<file path="config.mk">
export PLATFORM = sky130hd
export DESIGN_NAME = fetch_stage
export DESIGN_NICKNAME = d
export VERILOG_FILES = /design/src/rtl/fetch_pkg.sv /design/src/rtl/fetch_pc_reg.sv /design/src/rtl/fetch_stage.sv
export SDC_FILE = /design/constraint.sdc
export NUM_CORES = 1
export LEC_CHECK = 0
export ABC_AREA = 1
export CORE_ASPECT_RATIO = 1.1
export CORE_MARGIN = 2
export CORE_UTILIZATION = 40
export DETAILED_ROUTE_END_ITERATION = 8
export GPL_TIMING_DRIVEN = 0
export PLACE_DENSITY = 0.72
export SLEW_MARGIN = 5
export SYNTH_ARGS = -nofsm -noshare
export SYNTH_HDL_FRONTEND = slang
export SYNTH_SLANG_ARGS = --single-unit
</file>
<file path="constraint.sdc">
create_clock -name i_clk -period 3.3 [get_ports i_clk]
set_input_delay 0.33 -clock i_clk [delete_from_list [all_inputs] [get_ports i_clk]]
set_output_delay 0.33 -clock i_clk [all_outputs]
set_load 0.1 [all_outputs]
</file>
<file path="src/rtl/fetch_pkg.sv">
// Shared constants for the instruction-fetch stage.
package fetch_pkg;

    localparam int unsigned INSTR_W = 32;
    localparam int unsigned PC_INC = 4;
    localparam logic [INSTR_W-1:0] NOP_INSTR = 32'h0000_0013;

endpackage

</file>
<file path="src/rtl/fetch_pc_reg.sv">
// Program counter register with next-PC selection (reset > redirect > stall > +4).
module fetch_pc_reg
    import fetch_pkg::*;
#(
    parameter int unsigned       PC_W     = 8,
    parameter logic [PC_W-1:0]   RESET_PC = '0
) (
    input  logic            i_clk,
    input  logic            i_reset,
    input  logic            i_stall,
    input  logic            i_redirect,
    input  logic [PC_W-3:0] i_redirect_word,
    output logic [PC_W-1:0] o_pc
);

    logic [PC_W-1:0] r_pc;
    logic [PC_W-1:0] w_pc_next;

    // The PC is kept word aligned; carry out of the top bit is dropped so it wraps.
    always_comb begin
        w_pc_next = r_pc + PC_W'(PC_INC);
        if (i_redirect) begin
            w_pc_next = {i_redirect_word, 2'b00};
        end else if (i_stall) begin
            w_pc_next = r_pc;
        end
    end

    always_ff @(posedge i_clk) begin
        if (i_reset) begin
            r_pc <= {RESET_PC[PC_W-1:2], 2'b00};
        end else begin
            r_pc <= w_pc_next;
        end
    end

    assign o_pc = r_pc;

endmodule

</file>
<file path="src/rtl/fetch_stage.sv">
// Instruction-fetch stage: PC, IF/ID pipeline register, fetch counter, misalign flag.
// Optional feature: define FETCH_MISALIGN_CHK_EN to flag redirects to unaligned targets.
module fetch_stage
    import fetch_pkg::*;
#(
    parameter int unsigned     PC_W     = 8,
    parameter logic [PC_W-1:0] RESET_PC = '0,
    parameter int unsigned     CNT_W    = 16
) (
    input  logic               i_clk,
    input  logic               i_reset,
    input  logic               i_stall,
    input  logic               i_redirect,
    input  logic [PC_W-1:0]    i_redirect_pc,
    output logic [PC_W-1:0]    o_imem_addr,
    input  logic [INSTR_W-1:0] i_imem_instr,
    output logic [PC_W-1:0]    o_if_pc,
    output logic [PC_W-1:0]    o_if_pc_plus4,
    output logic [INSTR_W-1:0] o_if_instr,
    output logic               o_if_valid,
    output logic [CNT_W-1:0]   o_fetch_count,
    output logic               o_misalign_err
);

    logic [PC_W-1:0]    w_pc;
    logic [PC_W-1:0]    r_if_pc;
    logic [PC_W-1:0]    r_if_pc_plus4;
    logic [INSTR_W-1:0] r_if_instr;
    logic               r_if_valid;
    logic [CNT_W-1:0]   r_fetch_count;

    fetch_pc_reg #(
        .PC_W     (PC_W),
        .RESET_PC (RESET_PC)
    ) u_pc_reg (
        .i_clk           (i_clk),
        .i_reset         (i_reset),
        .i_stall         (i_stall),
        .i_redirect      (i_redirect),
        .i_redirect_word (i_redirect_pc[PC_W-1:2]),
        .o_pc            (w_pc)
    );

    assign o_imem_addr = w_pc;

    // A redirect flushes IF/ID but keeps the old PC fields; the counter only moves on real loads.
    always_ff @(posedge i_clk) begin
        if (i_reset) begin
            r_if_pc       <= '0;
            r_if_pc_plus4 <= PC_W'(PC_INC);
            r_if_instr    <= NOP_INSTR;
            r_if_valid    <= 1'b0;
            r_fetch_count <= '0;
        end else if (i_redirect) begin
            r_if_instr    <= NOP_INSTR;
            r_if_valid    <= 1'b0;
        end else if (!i_stall) begin
            r_if_pc       <= w_pc;
            r_if_pc_plus4 <= w_pc + PC_W'(PC_INC);
            r_if_instr    <= i_imem_instr;
            r_if_valid    <= 1'b1;
            if (r_fetch_count != '1) begin
                r_fetch_count <= r_fetch_count + 1'b1;
            end
        end
    end

`ifdef FETCH_MISALIGN_CHK_EN
    logic r_misalign_err;

    always_ff @(posedge i_clk) begin
        if (i_reset) begin
            r_misalign_err <= 1'b0;
        end else if (i_redirect && (i_redirect_pc[1:0] != 2'b00)) begin
            r_misalign_err <= 1'b1;
        end
    end

    assign o_misalign_err = r_misalign_err;
`else
    logic w_lowbits_unused;
    assign w_lowbits_unused = ^i_redirect_pc[1:0];
    assign o_misalign_err   = 1'b0;
`endif

    assign o_if_pc       = r_if_pc;
    assign o_if_pc_plus4 = r_if_pc_plus4;
    assign o_if_instr    = r_if_instr;
    assign o_if_valid    = r_if_valid;
    assign o_fetch_count = r_fetch_count;

endmodule

</file>
Yosys cells after proc, flatten, opt, wreduce, memory -nomap -nowiden. Cells that the tools add are included.

Register bits: 73. Output and inout port bits: 74. Word-level logic and storage cells: 18.

Add/subtract/negate cells: 2. Equality and inequality tests: 2. Mux-type cells: 2. Bitwise logic cells: 2. Reductions and logical operators: 3.

Operators with widths (count): 16-bit by 1-bit adder with 16-bit output (second input constant) (1); 8-bit 2-to-1 mux (2); 16-bit inequality test (second input constant) (1); 8-bit by 3-bit adder with 8-bit output (second input constant) (1); 3-bit AND reduction (1); 2-bit by 1-bit inequality test with 1-bit output (second input constant) (1); 1-bit NOT (2); 2-bit AND reduction (1); 2-bit OR reduction (1).

Logic depth before layout (Yosys ltp). Gate-level depths: netlist (run 1).

Depth after elaboration: 3. Gate-level depth with buffers: 9.

Cells and area by module. From an unflattened synthesis (run 1), not the netlist that was laid out.

Cell total of the unflattened synthesis: 425. Area, all modules: 3051.7 µm².

By module, submodules not included: fetch_stage (times used 1, cells an instance 366, area each 2666.3 µm²); fetch_pc_reg (times used 1, cells an instance 59, area each 385.4 µm²).

Worst setup path before layout (run 1). No wires, ideal clock.

Path kind: register -> register. Start point: register r_fetch_count[0] (netlist: o_fetch_count[0]). End point: register r_fetch_count[14] (netlist: o_fetch_count[14]). Library setup time: 136 ps. Data arrival time: 2142 ps. Required time: 3164 ps. Setup slack: 1022 ps. Cell stages (with the launch flop): 10. Path buffers: 1. Clock period less this slack: 2278 ps. Cells stage by stage: dfxtp_1 > ha_1 > nand2_1 > nor2_2 > nand2_2 > nor2_2 > nor2_4 > buf_6 > nand2_1 > a21oi_2.

Longest elaborated chain between the ends: 2. Elaborated cells on any way between the ends: 3.

RTL lines: from (decl) (line fetch_stage.sv:30) `logic [CNT_W-1:0] r_fetch_count;`; from (signal assigned) (line fetch_stage.sv:63) `r_fetch_count <= r_fetch_count + 1'b1;`; parallel branches: the longest is 2 deep, another holds 16-bit by 1-bit adder with 16-bit output.

Parallel ways; which one is timed is not known. A chain may end at the register's enable or synchronous reset.

Final worst setup path (run 1).
Start point: register u_pc_reg.r_pc[6] (netlist: u_pc_reg.o_pc[6]). End point: output port o_imem_addr[6].

RTL lines: from (decl) (line fetch_pc_reg.sv:16) `logic [PC_W-1:0] r_pc;`; from (signal assigned) (line fetch_pc_reg.sv:31) `r_pc <= {RESET_PC[PC_W-1:2], 2'b00};`; from (signal assigned) (line fetch_pc_reg.sv:33) `r_pc <= w_pc_next;`; to (decl) (line fetch_stage.sv:15) `output logic [PC_W-1:0] o_imem_addr,`.

No word-level cell between the ends.

==> metrics.md, run 1 <==
| Metric | Value |
|---|---|
| Status | `finished, final reports clean` |
| Post-route DRC violation count | `0` |
| Least-Margin Pin Slew | `a little over 1000 ps` |
| First DRT Iteration DRCs | `97` |
| Wire per inst | `11.62 um` |
| GP Congestion | `approximately 0.84` |
| Worst Hold Class | `in2reg` |
| RSZ-0062 raised after global routing | `false` |
| Worst Hold Path Cells | `3` |
| CP cell instances | `clkdlybuf4s50_1` |
| Critical setup path kind | `reg2out` |
| Library cells used by synthesis | `25` |
| Simple-gate share of the synthesized area | `0.2997` |
| Post-synthesis sequential area ratio | `0.4725` |
| Post-route cell area | `between 0.004 and 0.005 mm2` |
| Hold_buf cts | `0` |
| Peak supply drop | `between 0.2 and 0.3 mV` |
| Worst r2r dst | `o_fetch_count[14]$_SDFFE_PP0P_` |
| Largest family of logic cells by synthesized area | `simple AND/OR/NAND/NOR gates` |
| Clock Tree Buf Depth | `2` |
| Max incr delay on CP | `between 1000 and 1500 ps` |
| Crit path max-delay cell type | `clkdlybuf4s50_1` |
| Dpl cell area | `0.004029 mm2` |
| Switching share of power | `0.3353` |
| Cell Pwr Density | `around 450 mW/mm2` |
| Initial Util | `0.4099` |
| Clock latency at the later pin of the worst-skew pair | `between 300 and 400 ps` |
| TritonRoute pass-1 iters | `4` |
| Final min period | `between 2000 and 2500 ps` |
| Worst endpoint required time | `2970 ps` |
| Flop pwr share | `0.457` |
| Detailed placement HPWL | `5318 um` |
| Compound-gate portion of the synthesized area | `0.1221` |
| Htree depth | `3` |
| Net Switching | `about 630 uW` |
| Worst r2r src | `o_fetch_count[0]$_SDFFE_PP0P_` |
| Worst R2R Setup Slack | `~1600 ps` |
| Clk pwr share | `0.313` |
| Synth top area cells | `dfxtp_1 47%, nand2_1 19%, a21oi_1 8.1%` |
| CP bufs+invs | `1` |
| Commonest non-fill, non-tap cell in the layout | `nand2_1` |
| Total CTS buffers | `9` |
| First-pass GRT wire length | `about 12000 um` |
| Initial antenna violation count | `0` |
| PnR worst setup slack | `~1000 ps` |
| R2R depth | `9` |
| Gr usage total | `0.1924` |
| Mean Syn Cell Area | `about 7.2 um2` |
| Max-slew headroom | `0.3244` |
| I/O Buffers | `106` |
| CP arrival | `1980 ps` |
| Final setup vio count | `0` |
| Most frequent cells in the layout | `140 x nand2_1, 106 x clkdlybuf4s50_1, 67 x dfxtp_1, 46 x a21oi_1, 35 x nor2_1` |
| Crit path max-delay family | `buffers and inverters` |
| Final core occ | `0.6049` |
| Post-place setup slack | `around 1400 ps` |
| Area of the core | `between 0.006 and 0.007 mm2` |
| Combinational share of power | `0.230` |
| Synth Area in Adders | `0.008814` |
| Setup crit end kind | `primary output` |
| Routed wire length | `roughly 7000 um` |
| Post-Synth XOR/XNOR Area | `0.01851` |
| Mapped Cells | `roughly 400` |
| Pins Over Slew Limit | `0` |
| CTS root buf | `clkbuf_8` |
| Mux share of post-synthesis cell area | `0` |
| Fmax | `0.4334 GHz` |
| Leak pwr | `0.001614 uW` |
| Setup TNS | `0 ps` |
| Mapped Area | `0.002839 mm2` |
| Largest net degree at the start of global routing | `11` |
| Gr ovfl total | `0` |
| Worst Hold Launch | `i_stall` |
| Worst-path maximum fanout | `7` |
| Yosys warns | `0` |
| Worst hold endpoint | `o_if_instr[7]$_SDFFE_PP0N_` |
| Number of global-route vias before repair | `2710` |
| Leading area contributor after synthesis | `dfxtp_1` |
| Ports | `118` |
| Share of the synthesized area in the top cell type | `0.4725` |
| Clock sinks | `between 60 and 70` |
| Pint | `1243 uW` |
| Area Overhead vs Synth | `47.60%` |
| Final antenna-violating net count | `0` |
| Setup Skew | `6.456 ps` |
| Die Wd | `about 84 um` |
| Final #Nets | `~560` |
| Vias/cell | `around 4.7` |
| Via count | `around 2800` |
| Layout cells sized above 1 | `0.07294` |
| Max Cap Viol | `0` |
| Period utilisation layout | `0.6992` |
| # rows | `32` |
| Worst Setup Start Kind | `flop` |
| Clock Pin Slew Worst Setup and Hold Paths | `about 70 ps` |
| Post-CTS Setup Bufs | `0` |
| Die Y | `about 92 um` |
| Fin. Hold Viols | `0` |
| CTS tree | `done` |
| Flops & latches, synth | `67` |
| Cts repair resizes | `0` |
| Antenna Cells | `0` |
| Die footprint | `roughly 0.0078 mm2` |
[flip-flops by register name, summed over array words and instances, names as in the netlist]
name,count
o_fetch_count,16
o_if_instr,32
o_if_pc,6
o_if_pc_plus4,6
o_if_valid,1
u_pc_reg.o_pc,6
[layout make-up]
cell class | instances | area, um2
plain buffers | 25 | 140.1
flip-flops and latches | 67 | 1341
well taps | 85 | 106.4
inverters | 21 | 78.83
fillers | 648 | 2736
clock buffers | 13 | 148.9
clock inverters | 2 | 12.51
repair buffers | 106 | 1061
multi-input cells | 287 | 1301
[cells by family after synthesis]
group,count (synthesis)
AOI/OAI and AO/OA,64
and+or+nand+nor,208
adders and majority gates,2
buffers and inverters,46
other,1
xor gates and xnor gates,6
DFF,67
[worst max path at each step]
stage,cells after the start,end,startpoint
detailed placement,1,o_fetch_count[11],o_fetch_count[11]$_SDFFE_PP0P_
CTS,1,o_fetch_count[11],o_fetch_count[11]$_SDFFE_PP0P_
floorplan,9,o_fetch_count[14]$_SDFFE_PP0P_,o_fetch_count[0]$_SDFFE_PP0P_
finish,1,o_imem_addr[6],u_pc_reg.o_pc[6]$_SDFFE_PP0P_
global route,1,o_fetch_count[2],o_fetch_count[2]$_SDFFE_PP0P_
global placement,1,o_imem_addr[6],u_pc_reg.o_pc[6]$_SDFFE_PP0P_
[metal layers]
| layer | GRT usage | routed length, um |
|---|---|---|
| met1 | 0.2176 | 2948 |
| met2 | 0.3142 | 3294 |
| met3 | 0.09804 | 723 |
| met4 | 0.06317 | 75 |
| met5 | 0 | 0 |
[power by group through the flow]
| stage | clock (uW) | sequential (uW) | combinational (uW) |
|---|---|---|---|
| floorplan | 0 | 1060 | 118 |
| global placement | 0 | 873 | 431 |
| detailed placement | 0 | 873 | 432 |
| CTS | 608 | 855 | 433 |
| global route | 637 | 858 | 454 |
| finish | 585 | 855 | 431 |
[metrics by stage]
stage | cells | hold slack (ps) | total power [uW]
5_1_grt | 606 | 332.0 | 1949
2_1_floorplan | 400 | 406.1 | 1181
6_report | 606 | 317.1 | 1870
3_5_place_dp | 591 | 446.5 | 1305
3_3_place_gp | 591 | 443.2 | 1303
4_1_cts | 606 | 300.5 | 1896
[synth_stat cells (all sizes together)]
| master | count |
|---|---|
| clkbuf | 12 |
| buf | 13 |
| o21ai | 10 |
| xnor2 | 2 |
| ha | 2 |
| conb | 1 |
| xor2 | 4 |
| a31oi | 3 |
| or2 | 1 |
| dfxtp | 67 |
| inv | 21 |
| a21oi | 51 |
| nor2 | 40 |
| nand2 | 141 |
| nand4 | 6 |
| nor3b | 1 |
| nand3 | 18 |
| nor3 | 1 |
Power figures use the tool's default switching activity.
==> run 2: changes to the inputs <==
clock period = 2.4 ns   (was 3.3 ns; I/O delays follow)
==> results of run 2 <==
Same layout as run 1 (identical final DEF). Status: finished, final reports clean.
Among the figures that moved: setup slack after placement 1363 ps -> 552.6 ps; setup slack after layout 992.7 ps -> 182.7 ps; hold slack 317.1 ps -> 227.1 ps; register-to-register setup slack 1590 ps -> 690 ps; total power 1870 uW -> 2572 uW; worst IR drop on VDD 0.2835 mV -> 0.3898 mV
==> run 3: changes to the inputs <==
CELL_PAD_IN_SITES_DETAIL_PLACEMENT = 1   (was not set)
CELL_PAD_IN_SITES_GLOBAL_PLACEMENT = 1   (was not set)
CORE_UTILIZATION = 29   (was 40)
PLACE_DENSITY = 0.75   (was 0.72)
==> run 3 against run 2 <==
Compared with the run above: global-route usage fell by 1.7 points; critical path depth stayed put; first-iteration DRC count is 71% lower; routed wire length up 26%; die area rose by 36%; worst hold slack better by 7.6 ps; clock-buffer cell count shrank 2; flip-flop and latch count did not move; fmax decreased by 0.60%; largest cell class unchanged; largest power group unchanged; highest routed layer unchanged.
==> metrics.md, run 3 (synthesized netlist as in run 1, its figures left out) <==
| Metric | Value |
|---|---|
| R2R depth | `9` |
| Overall Power | `2762 uW` |
| Switching share of power | `0.3335` |
| Fin. Hold Viols | `0` |
| Worst r2r src | `o_fetch_count[0]$_SDFFE_PP0P_` |
| Pins Over Slew Limit | `0` |
| Worst R2R Setup Slack | `~700 ps` |
| Placed cell count | `around 620` |
| Cell Pwr Density | `around 650 mW/mm2` |
| Dpl cell area | `approximately 0.0041 mm2` |
| TritonRoute pass-1 iters | `4` |
| Fmax | `0.4483 GHz` |
| Setup Skew | `roughly 7.7 ps` |
| Die Wd | `roughly 98 um` |
| CTS tree | `done` |
| Most frequent cells in the layout | `140 x nand2_1, 106 x clkdlybuf4s50_1, 67 x dfxtp_1, 46 x a21oi_1, 35 x nor2_1` |
| Antenna Cells | `0` |
| Peak supply drop | `around 0.37 mV` |
| Cts repair resizes | `0` |
| Final core occ | `0.4522` |
| CP cell instances | `clkdlybuf4s50_1` |
| Worst Setup Start Kind | `flop` |
| Crit path max-delay family | `buffers and inverters` |
| Worst endpoint required time | `around 2200 ps` |
| GP Congestion | `roughly 0.77` |
| CTS root buf | `clkbuf_8` |
| CP arrival | `~2000 ps` |
| First-pass GRT wire length | `roughly 15000 um` |
| Worst r2r dst | `o_fetch_count[11]$_SDFFE_PP0P_` |
| Worst hold endpoint | `o_if_instr[7]$_SDFFE_PP0N_` |
| Area of the core | `0.009444 mm2` |
| Number of global-route vias before repair | `just over 3000` |
| Gr usage total | `0.1758` |
| Initial antenna violation count | `0` |
| Clock Tree Buf Depth | `2` |
| Least-Margin Pin Slew | `slightly above 1000 ps` |
| Total CTS buffers | `9` |
| I/O Buffers | `roughly 110` |
| Worst Hold Path Cells | `3` |
| Clk pwr share | `0.357` |
| # rows | `37` |
| Detailed placement HPWL | `6695 um` |
| CP bufs+invs | `1` |
| Max incr delay on CP | `roughly 1200 ps` |
| Clock Pin Slew Worst Setup and Hold Paths | `70 ps` |
| Max Cap Viol | `0` |
| Worst-path maximum fanout | `7` |
| Wire per inst | `around 14 um` |
| Setup TNS | `0 ps` |
| Commonest non-fill, non-tap cell in the layout | `nand2_1` |
| Finished Layout Cells | `approximately 640` |
| Crit path max-delay cell type | `clkdlybuf4s50_1` |
| RSZ-0062 raised after global routing | `false` |
| Ports | `between 100 and 150` |
| Max-slew headroom | `0.3191` |
| Via count | `approximately 3000` |
| First DRT Iteration DRCs | `28` |
| Status | `finished, final reports clean` |
| Combinational share of power | `0.217` |
| Max reg flops | `32` |
| Final min period | `2231 ps` |
| Worst Hold Launch | `i_stall` |
| Clock latency at the later pin of the worst-skew pair | `350 ps` |
| Pint | `roughly 1800 uW` |
| Post-CTS Setup Bufs | `0` |
| Vias/cell | `roughly 4.7` |
| Die Y | `~110 um` |
| Setup crit end kind | `primary output` |
| Final #Nets | `563` |
| Htree depth | `3` |
| Gr ovfl total | `0` |
| Post-route DRC violation count | `0` |
| Hold_buf cts | `0` |
| Net Switching | `just over 900 uW` |
| Leak pwr | `roughly 0.0016 uW` |
| Worst Hold Class | `in2reg` |
| Clock sinks | `between 60 and 70` |
| Critical setup path kind | `reg2out` |
| Routed wire length | `a little under 9000 um` |
| Die footprint | `~0.011 mm2` |
| Final setup vio count | `0` |
| Area Overhead vs Synth | `50.42%` |
| Period utilisation layout | `0.9294` |
| Final antenna-violating net count | `0` |
| Largest net degree at the start of global routing | `12` |
| Layout cells sized above 1 | `0.07869` |
| Post-route cell area | `about 0.0043 mm2` |
| Flop pwr share | `0.426` |
| Initial Util | `0.3006` |
run 3: cell count changes in the layout (fill, tap and decap cells not counted):
cell,previous run,this run
bufinv_16,0,1
clkinvlp_4,1,2
clkbuf_1,15,12
clkbuf_8,10,11
run 3: tightest hold or removal path, delay by kind of cell:
| family | cells | cell delay [ps] |
|---|---|---|
| AOI/OAI and AO/OA | 1 | 60 |
| buffers and inverters | 1 | 160 |
| and+or+nand+nor | 1 | 80 |
run 3: worst max-delay path by stage:
stage | startpoint | endpoint | slack, ps | cells past startpoint
floorplan | o_fetch_count[0]$_SDFFE_PP0P_ | o_fetch_count[14]$_SDFFE_PP0P_ | 120 | 9
global placement | o_fetch_count[11]$_SDFFE_PP0P_ | o_fetch_count[11] | 530 | 1
detailed placement | o_fetch_count[2]$_SDFFE_PP0P_ | o_fetch_count[2] | 530 | 1
CTS | o_fetch_count[11]$_SDFFE_PP0P_ | o_fetch_count[11] | 140 | 1
global route | o_fetch_count[11]$_SDFFE_PP0P_ | o_fetch_count[11] | 100 | 1
finish | o_fetch_count[2]$_SDFFE_PP0P_ | o_fetch_count[2] | 170 | 1
run 3: layout make-up:
cell class                      instances  area, um2
Fill cell                            1191       5174
Sequential cell                        67       1341
Multi-Input combinational cell        287       1301
Timing Repair Buffer                  106       1061
Clock buffer                           11      151.4
Tap cell                              117      146.4
Buffer                                 25      140.1
Inverter                               21      78.83
Clock inverter                          4      50.05
run 3: power by group through the flow:
stage	sequential [uW]	combinational [uW]	clock, uW
floorplan	1460	162	0
finish	1180	601	985
global placement	1200	596	0
global route	1180	633	1070
detailed placement	1200	604	0
CTS	1180	606	1020
run 3: per-layer routing:
metal | GRT usage | vias up | wire (um)
met1 | 0.1915 | 1382 | 3631
li1 | - | 1491 | -
met2 | 0.2983 | 90 | 4235
met5 | 0 | - | 0
met3 | 0.08701 | 8 | 884
met4 | 0.05773 | 0 | 97
run 3: per-stage QoR:
stage / hold slack, ps / setup slack, ps
3_5_place_dp: 458.6 / 533.9
3_3_place_gp: 441.7 / 532.7
5_1_grt: 257.6 / 104.1
6_report: 234.7 / 169.4
2_1_floorplan: 316.1 / 121.5
4_1_cts: 230.4 / 143.6
